## src/rtl/pe_result_collector.sv

```systemverilog
// Show-ahead result FIFO behind the last PE; tags each word with its frame-end flag.
// Entries are {tag, result, last}; overflow stays set until clrIn.
module pe_result_collector #(
   parameter int DATA_WIDTH = 8,
   parameter int BLOCK_LEN  = 8,
   parameter int FIFO_DEPTH = 16
) (
   input  logic                        clk,
   input  logic                        rst_n,
   input  logic [DATA_WIDTH-1:0]       zIn,
   input  logic                        loadIn,
   input  logic                        sumDiffSelIn,
   input  logic                        clrIn,
   output logic [DATA_WIDTH:0]         mData,
   output logic                        mValid,
   input  logic                        mReady,
   output logic                        mLast,
   output logic [$clog2(FIFO_DEPTH):0] level,
   output logic                        overflow
);
   localparam int PW = $clog2(FIFO_DEPTH);
   localparam int LW = PW + 1;
   localparam int CW = $clog2(BLOCK_LEN);
   localparam int EW = DATA_WIDTH + 2;
   localparam logic [CW-1:0] FC_LAST = CW'(BLOCK_LEN - 1);
   localparam logic [LW-1:0] LV_FULL = LW'(FIFO_DEPTH);

   logic [EW-1:0] r_mem [FIFO_DEPTH];
   logic [PW-1:0] r_wptr;
   logic [PW-1:0] r_rptr;
   logic [LW-1:0] r_level;
   logic [CW-1:0] r_fcnt;
   logic          r_ovf;

   logic          w_full;
   logic          w_pop;
   logic          w_push;
   logic          w_drop;
   logic          w_last;
   logic [EW-1:0] w_head;

   assign w_full = (r_level == LV_FULL);
   assign mValid = (r_level != '0);
   assign w_pop  = mValid & mReady;
   // A full FIFO still takes a push when the head leaves on the same edge.
   assign w_push = loadIn & (~w_full | w_pop);
   assign w_drop = loadIn & w_full & ~w_pop;
   assign w_last = (r_fcnt == FC_LAST);
   assign w_head = r_mem[r_rptr];

   assign mData    = mValid ? w_head[EW-1:1] : '0;
   assign mLast    = mValid & w_head[0];
   assign level    = r_level;
   assign overflow = r_ovf;

   always_ff @(posedge clk) begin
      if (w_push) begin
         r_mem[r_wptr] <= {sumDiffSelIn, zIn, w_last};
      end
   end

   always_ff @(posedge clk or negedge rst_n) begin
      if (!rst_n) begin
         r_wptr  <= '0;
         r_rptr  <= '0;
         r_level <= '0;
         r_fcnt  <= '0;
         r_ovf   <= 1'b0;
      end else begin
         if (w_push) begin
            r_wptr <= r_wptr + 1'b1;
         end
         if (w_pop) begin
            r_rptr <= r_rptr + 1'b1;
         end
         case ({w_push, w_pop})
            2'b10:   r_level <= r_level + 1'b1;
            2'b01:   r_level <= r_level - 1'b1;
            default: r_level <= r_level;
         endcase
         // Dropped captures still advance the frame position.
         if (clrIn) begin
            r_fcnt <= '0;
         end else if (loadIn) begin
            r_fcnt <= w_last ? '0 : r_fcnt + 1'b1;
         end
         if (clrIn) begin
            r_ovf <= 1'b0;
         end else if (w_drop) begin
            r_ovf <= 1'b1;
         end
      end
   end
endmodule

```

## config.mk

```make
export PLATFORM = sky130hd
export DESIGN_NAME = pe_result_collector
export DESIGN_NICKNAME = d
export VERILOG_FILES = /design/src/rtl/pe_result_collector.sv
export SDC_FILE = /design/constraint.sdc
export NUM_CORES = 1
export LEC_CHECK = 0
export ABC_CLOCK_PERIOD_IN_PS = 2740
export CORE_UTILIZATION = 55
export CTS_CLUSTER_DIAMETER = 200
export CTS_CLUSTER_SIZE = 10
export DETAILED_ROUTE_END_ITERATION = 10
export PLACE_DENSITY = 0.76
export SLEW_MARGIN = 30
export SYNTH_ARGS = -nofsm -noshare
export SYNTH_HDL_FRONTEND = slang
export SYNTH_SLANG_ARGS = --single-unit
```

## constraint.sdc

```tcl
create_clock -name clk -period 2.74 [get_ports clk]
set_clock_uncertainty 0.15 [all_clocks]
set_input_delay 0.548 -clock clk [delete_from_list [all_inputs] [get_ports clk]]
set_output_delay 0.548 -clock clk [all_outputs]
set_load 0.03 [all_outputs]
```

Yosys cells after proc, flatten, opt, wreduce, memory -nomap -nowiden
Memory sizes are Yosys's and may differ from the RTL's.
Cells that the tools add are included.
- register bits: 17
- memory bits (writable): 160
- input bits: 14
- output and inout port bits: 17
- word-level logic and storage cells: 36
- memories kept: 1
- memory list (memory ; words ; bits a word ; read ports ; clocked after Yosys merged registers in ; write ports ; RTL line ; source):
    r_mem ; 16 ; 10 ; 1 ; 0 ; 1 ; 28 ; logic [EW-1:0] r_mem [FIFO_DEPTH];
- add/subtract/negate cells: 5
- equal/unequal tests: 4
- multiplexer cells: 9
- bitwise logic cells: 8
- reductions and logical operators: 4
- operators by type and width (cell ; count):
    $pmux W5 S2 ; 1
    $mux W3 ; 3
    $mux W9 ; 1
    $add A4 B1 Y4 const B ; 2
    $reduce_bool A2 Y1 ; 3
    $add A5 B1 Y5 const B ; 1
    $and A1 B1 Y1 ; 5
    $eq A5 B5 Y1 const B ; 1
    $reduce_bool A5 Y1 ; 1
    $sub A5 B1 Y5 const B ; 1
    $mux W1 ; 4
    $add A3 B1 Y3 const B ; 1
    $eq A3 B3 Y1 const B ; 1
    $eq A2 B1 Y1 const B ; 1
    $eq A2 B2 Y1 const B ; 1
    $not A1 Y1 ; 2
    $or A1 B1 Y1 ; 1

Logic depth before layout (Yosys ltp)
- word-level depth: 6
- gate-level depth with buffers: 9
- gate-level depth less buffers: 8

Worst setup path before layout
No wires, ideal clock.
- path kind: register to output
- start point: register r_level[4] (netlist: level[4])
- end point: output mData[0]
- data arrival time: 2130 ps
- data required time: 2042 ps
- slack: -88 ps
- stages on the path, launching flop included: 7
- path buffers: 2
- cells stage by stage: dfrtp_1 > clkbuf_1 > nor2_1 > nand2_1 > clkbuf_1 > o21ai_1 > a21oi_1
- cells in the longest elaborated chain, start to end: 2
- RTL lines (what ; RTL line ; source):
    from (decl) ; 31 ; logic [LW-1:0] r_level;
    from (signal assigned) ; 77 ; 2'b10: r_level <= r_level + 1'b1;
    from (signal assigned) ; 78 ; 2'b01: r_level <= r_level - 1'b1;
    from (signal assigned) ; 79 ; default: r_level <= r_level;
    $reduce_bool A5 Y1 ; 43 ; assign mValid = (r_level != '0);
    net mValid ; 15 ; output logic mValid,
    $mux W9 ; 51 ; assign mData = mValid ? w_head[EW-1:1] : '0;
    to (decl) ; 14 ; output logic [DATA_WIDTH:0] mData,
The timed path passes the listed nets, and every way through them passes these cells.

Worst setup path after layout
- start point: register r_rptr[1]
- end point: output mData[4]
- cells in the longest elaborated chain, start to end: 2
- RTL lines (what ; RTL line ; source):
    from (decl) ; 30 ; logic [PW-1:0] r_rptr;
    from (signal assigned) ; 74 ; r_rptr <= r_rptr + 1'b1;
    $mem_v2 Z16 W10 ; -- ;
    $mux W9 ; 51 ;
Every way passes these cells.

==> out/metrics.yaml <==
pwr:
  p_sw_frac: 0.319
  clkPwrFrac: 0.263
  power_density_nw_per_um2: 1090
  pwr-share-comb: 0.371
  p_leak_nw: 3.02
  p_int_mw: 6.49
  power_frac_seq: 0.366
  switchingPower_mw: 3.04
  ir_drop_mv: 0.503
die:
  pin_count: 31
  coreArea_sq_um: 12700
  floorplan.initialDensity: 0.570
  die_area_sq_um: 13600
  chipWidth_um: 117
  rows: 41
  die_y_um: 117
clock_tree:
  cts_max_path_buffers: 2
  hold_buffers: 0
  cts_inserted_buffers: 17
  clk_pin_slew_worst_paths_ns: 0.06
  cts_setup_buffers: 0
  root_buffer: "clkbuf_16"
  cts_tree: "done"
  insertion_delay_ns: 0.42
  h-tree-depth: 4
  clkSinkCount: 177
worst_setup_path:
  rr_startpoint: "level[2]"
  worstSetupEndpointType: "output port"
  r2r_end: "level[4]"
  cp.required_ns: 2.04
  crit_type: "register to output port"
  rr_worst_depth: 9
  critPathArrivalTime_ns: 2.20
  worst_setup_path_start_kind: "register"
  crit_path_max_fanout: 12
  r2r_slack_ns: 0.48
timing:
  rsz0062_at_grt: "yes"
  report.final.hold_viol_count: 0
  post-route-worst-setup-slack_ns: -0.155
  period_minus_slack_ns: 2.90
  max_freq_mhz: 345
  slew_headroom: 0.439
  tightestPinTransition_ns: 0.842
  finalSetupViolations: 10
  fin_crit_sh: 1.06
  drv_slew: 0
synthesis:
  ys_seq_elements: 177
  yosysSeqAreaShare: 0.722
  syn_nets: 400
  synth_ff_type: "edfxtp_1"
  synth_top_area_share: 0.663
  ys_types: 44
  synthTopCellsByArea: "edfxtp_1, mux4_2, dfrtp_1, mux2i_1, mux2_2"
  yosysWarnings: 0
  syn_avg_cell_area_sq_um: 19.2
  synth_top_area_cell: "edfxtp_1"
  syn_inst: 378
  synth_edf_count: 160
  syn_area_sq_um: 7250
  synthArstFlopShare: 0.0960
global_routing:
  antenna_found_initial: 0
  grt_pass1_vias: 3893
  grt_pass1_wl_um: 22300
  grt_max_degree: 25
  overflow: 0
  grt_usage: 0.237
outcome:
  violations: "negative setup slack"
  status: "finished, violations left"
flow_run:
  max-cap-violations: 0
detailed_routing:
  drt_iter0_markers: 274
  postRouteAntennaNets: 0
  first_pass_iters: 5
  drt_wl_total_um: 14400
  via_per_inst: 5.89
  drcViolationCount: 0
  vias: 3759
  wl_per_cell_um: 22.6
cells_and_area:
  fillerInstances: 846
  syn2layout_area_growth_pct: 20.2
  antenna_cells: 0
  nNetsFinal: 475
  drive_above_1_share: 0.345
  finalNonFillerCells: 638
placed_design:
  placedCellCount: 606
  place_congestion: 0.770
  place_ws_ns: -0.178
  io_buffers: 30
  hpwlAfterDp_um: 8840
worst_hold_path:
  hold_class: "input pin to asynchronous set/reset pin"
-- placed cells by master (no fill, tap or decap), types with 6 or more instances in the layout --
| master | n |
|---|---|
| a21oi_1 | 6 |
| a21oi_2 | 9 |
| buf_4 | 46 |
| buf_6 | 6 |
| clkbuf_16 | 17 |
| clkdlybuf4s50_1 | 19 |
| dfrtp_1 | 15 |
| edfxtp_1 | 160 |
| ha_1 | 8 |
| mux2_2 | 8 |
| mux2i_1 | 14 |
| mux4_2 | 40 |
| nand2_1 | 11 |
| nor2_1 | 20 |
| nor3_1 | 6 |
| o21ai_2 | 8 |
| xnor2_1 | 7 |
-- power groups by stage --
stage	Sequential [mW]	Clock, mW	Combinational, mW
2_1_floorplan	3.49	0	2.30
3_3_place_gp	3.51	0	3.41
3_5_place_dp	3.53	0	3.45
4_1_cts	3.48	2.53	3.48
5_1_grt	3.52	2.64	3.76
6_report	3.49	2.51	3.53
-- through the flow --
step	setup TNS [ns]	total power [mW]	util	cell area (sq um)	hold slack, ns
after floorplan	0	5.79	-	7280	0.102
after global placement	-1.18	6.92	0.634	8060	0.330
after detailed placement	-1.38	6.98	0.634	8060	0.351
after CTS	-1.52	9.50	0.681	8670	0.317
after global routing	-2.02	9.91	0.685	8710	0.337
final	-1.30	9.53	0.685	8710	0.322
-- cell type report --
cell class	instances	area, sq um	area share
flip-flops and latches	177	5230	0.601
multi-input cells	174	1930	0.221
repair buffers	79	706	0.0810
clock buffers	17	425	0.0488
well taps	172	215	0.0247
clock inverters	15	189	0.0217
inverters	4	15.0	0.00172
-- kinds of logic after synthesis --
| family | synth area share |
|---|---|
| xor+xnor | 0.00967 |
| fa+ha+maj | 0.0138 |
| compound gates | 0.0351 |
| flops | 0.722 |
| buf+inv | 0.0211 |
| mux | 0.163 |
| simple gates | 0.0352 |
-- worst max-delay path, stage by stage, from the launching register on --
cell and delay, ns:
dfrtp_2 0.42, buf_12 0.17, mux4_2 0.51, mux2_4 0.30
o21ai_2 0.15, a21oi_2 0.04, buf_4 0.17
-- routing by layer --
layer	track usage	vias up	routed length, um
li1	-	1672	-
met1	0.326	1930	6100
met2	0.379	144	7300
met3	0.0448	13	805
met4	0.101	0	206
met5	0	-	0
-- flip-flops by register name (all words and copies together) (netlist names) --
register  flops
r_mem       160
level         5
r_rptr        4
r_wptr        4
r_fcnt        3
overflow      1
-- cell usage after synthesis (5+ instances only) --
cell type	number
mux2i_1	14
nand2_1	11
o21ai_1	11
buf_2	10
nor3_1	6
edfxtp_1	160
ha_1	8
dfrtp_1	17
a21oi_1	15
nor2_1	20
mux2_2	11
xnor2_1	7
mux4_2	38
clkbuf_1	5
-- worst max path at each step --
stage	from	end	slack (ns)	cells past startpoint
floorplan	level[4]	mData[0]	0.07	6
global placement	r_rptr[1]	mData[8]	-0.17	6
detailed placement	r_rptr[1]	mData[3]	-0.18	6
CTS	r_rptr[1]	mData[3]	-0.19	6
global route	r_rptr[1]	mData[5]	-0.23	6
finish	r_rptr[1]	mData[4]	-0.16	6
-- repair_timing --
item | in CTS | in global routing
cloned | 0 | 0
endpoints found under the setup margin | 10 | 11
gates resized for setup | 67 | 12
Power figures use the tool's default switching activity.
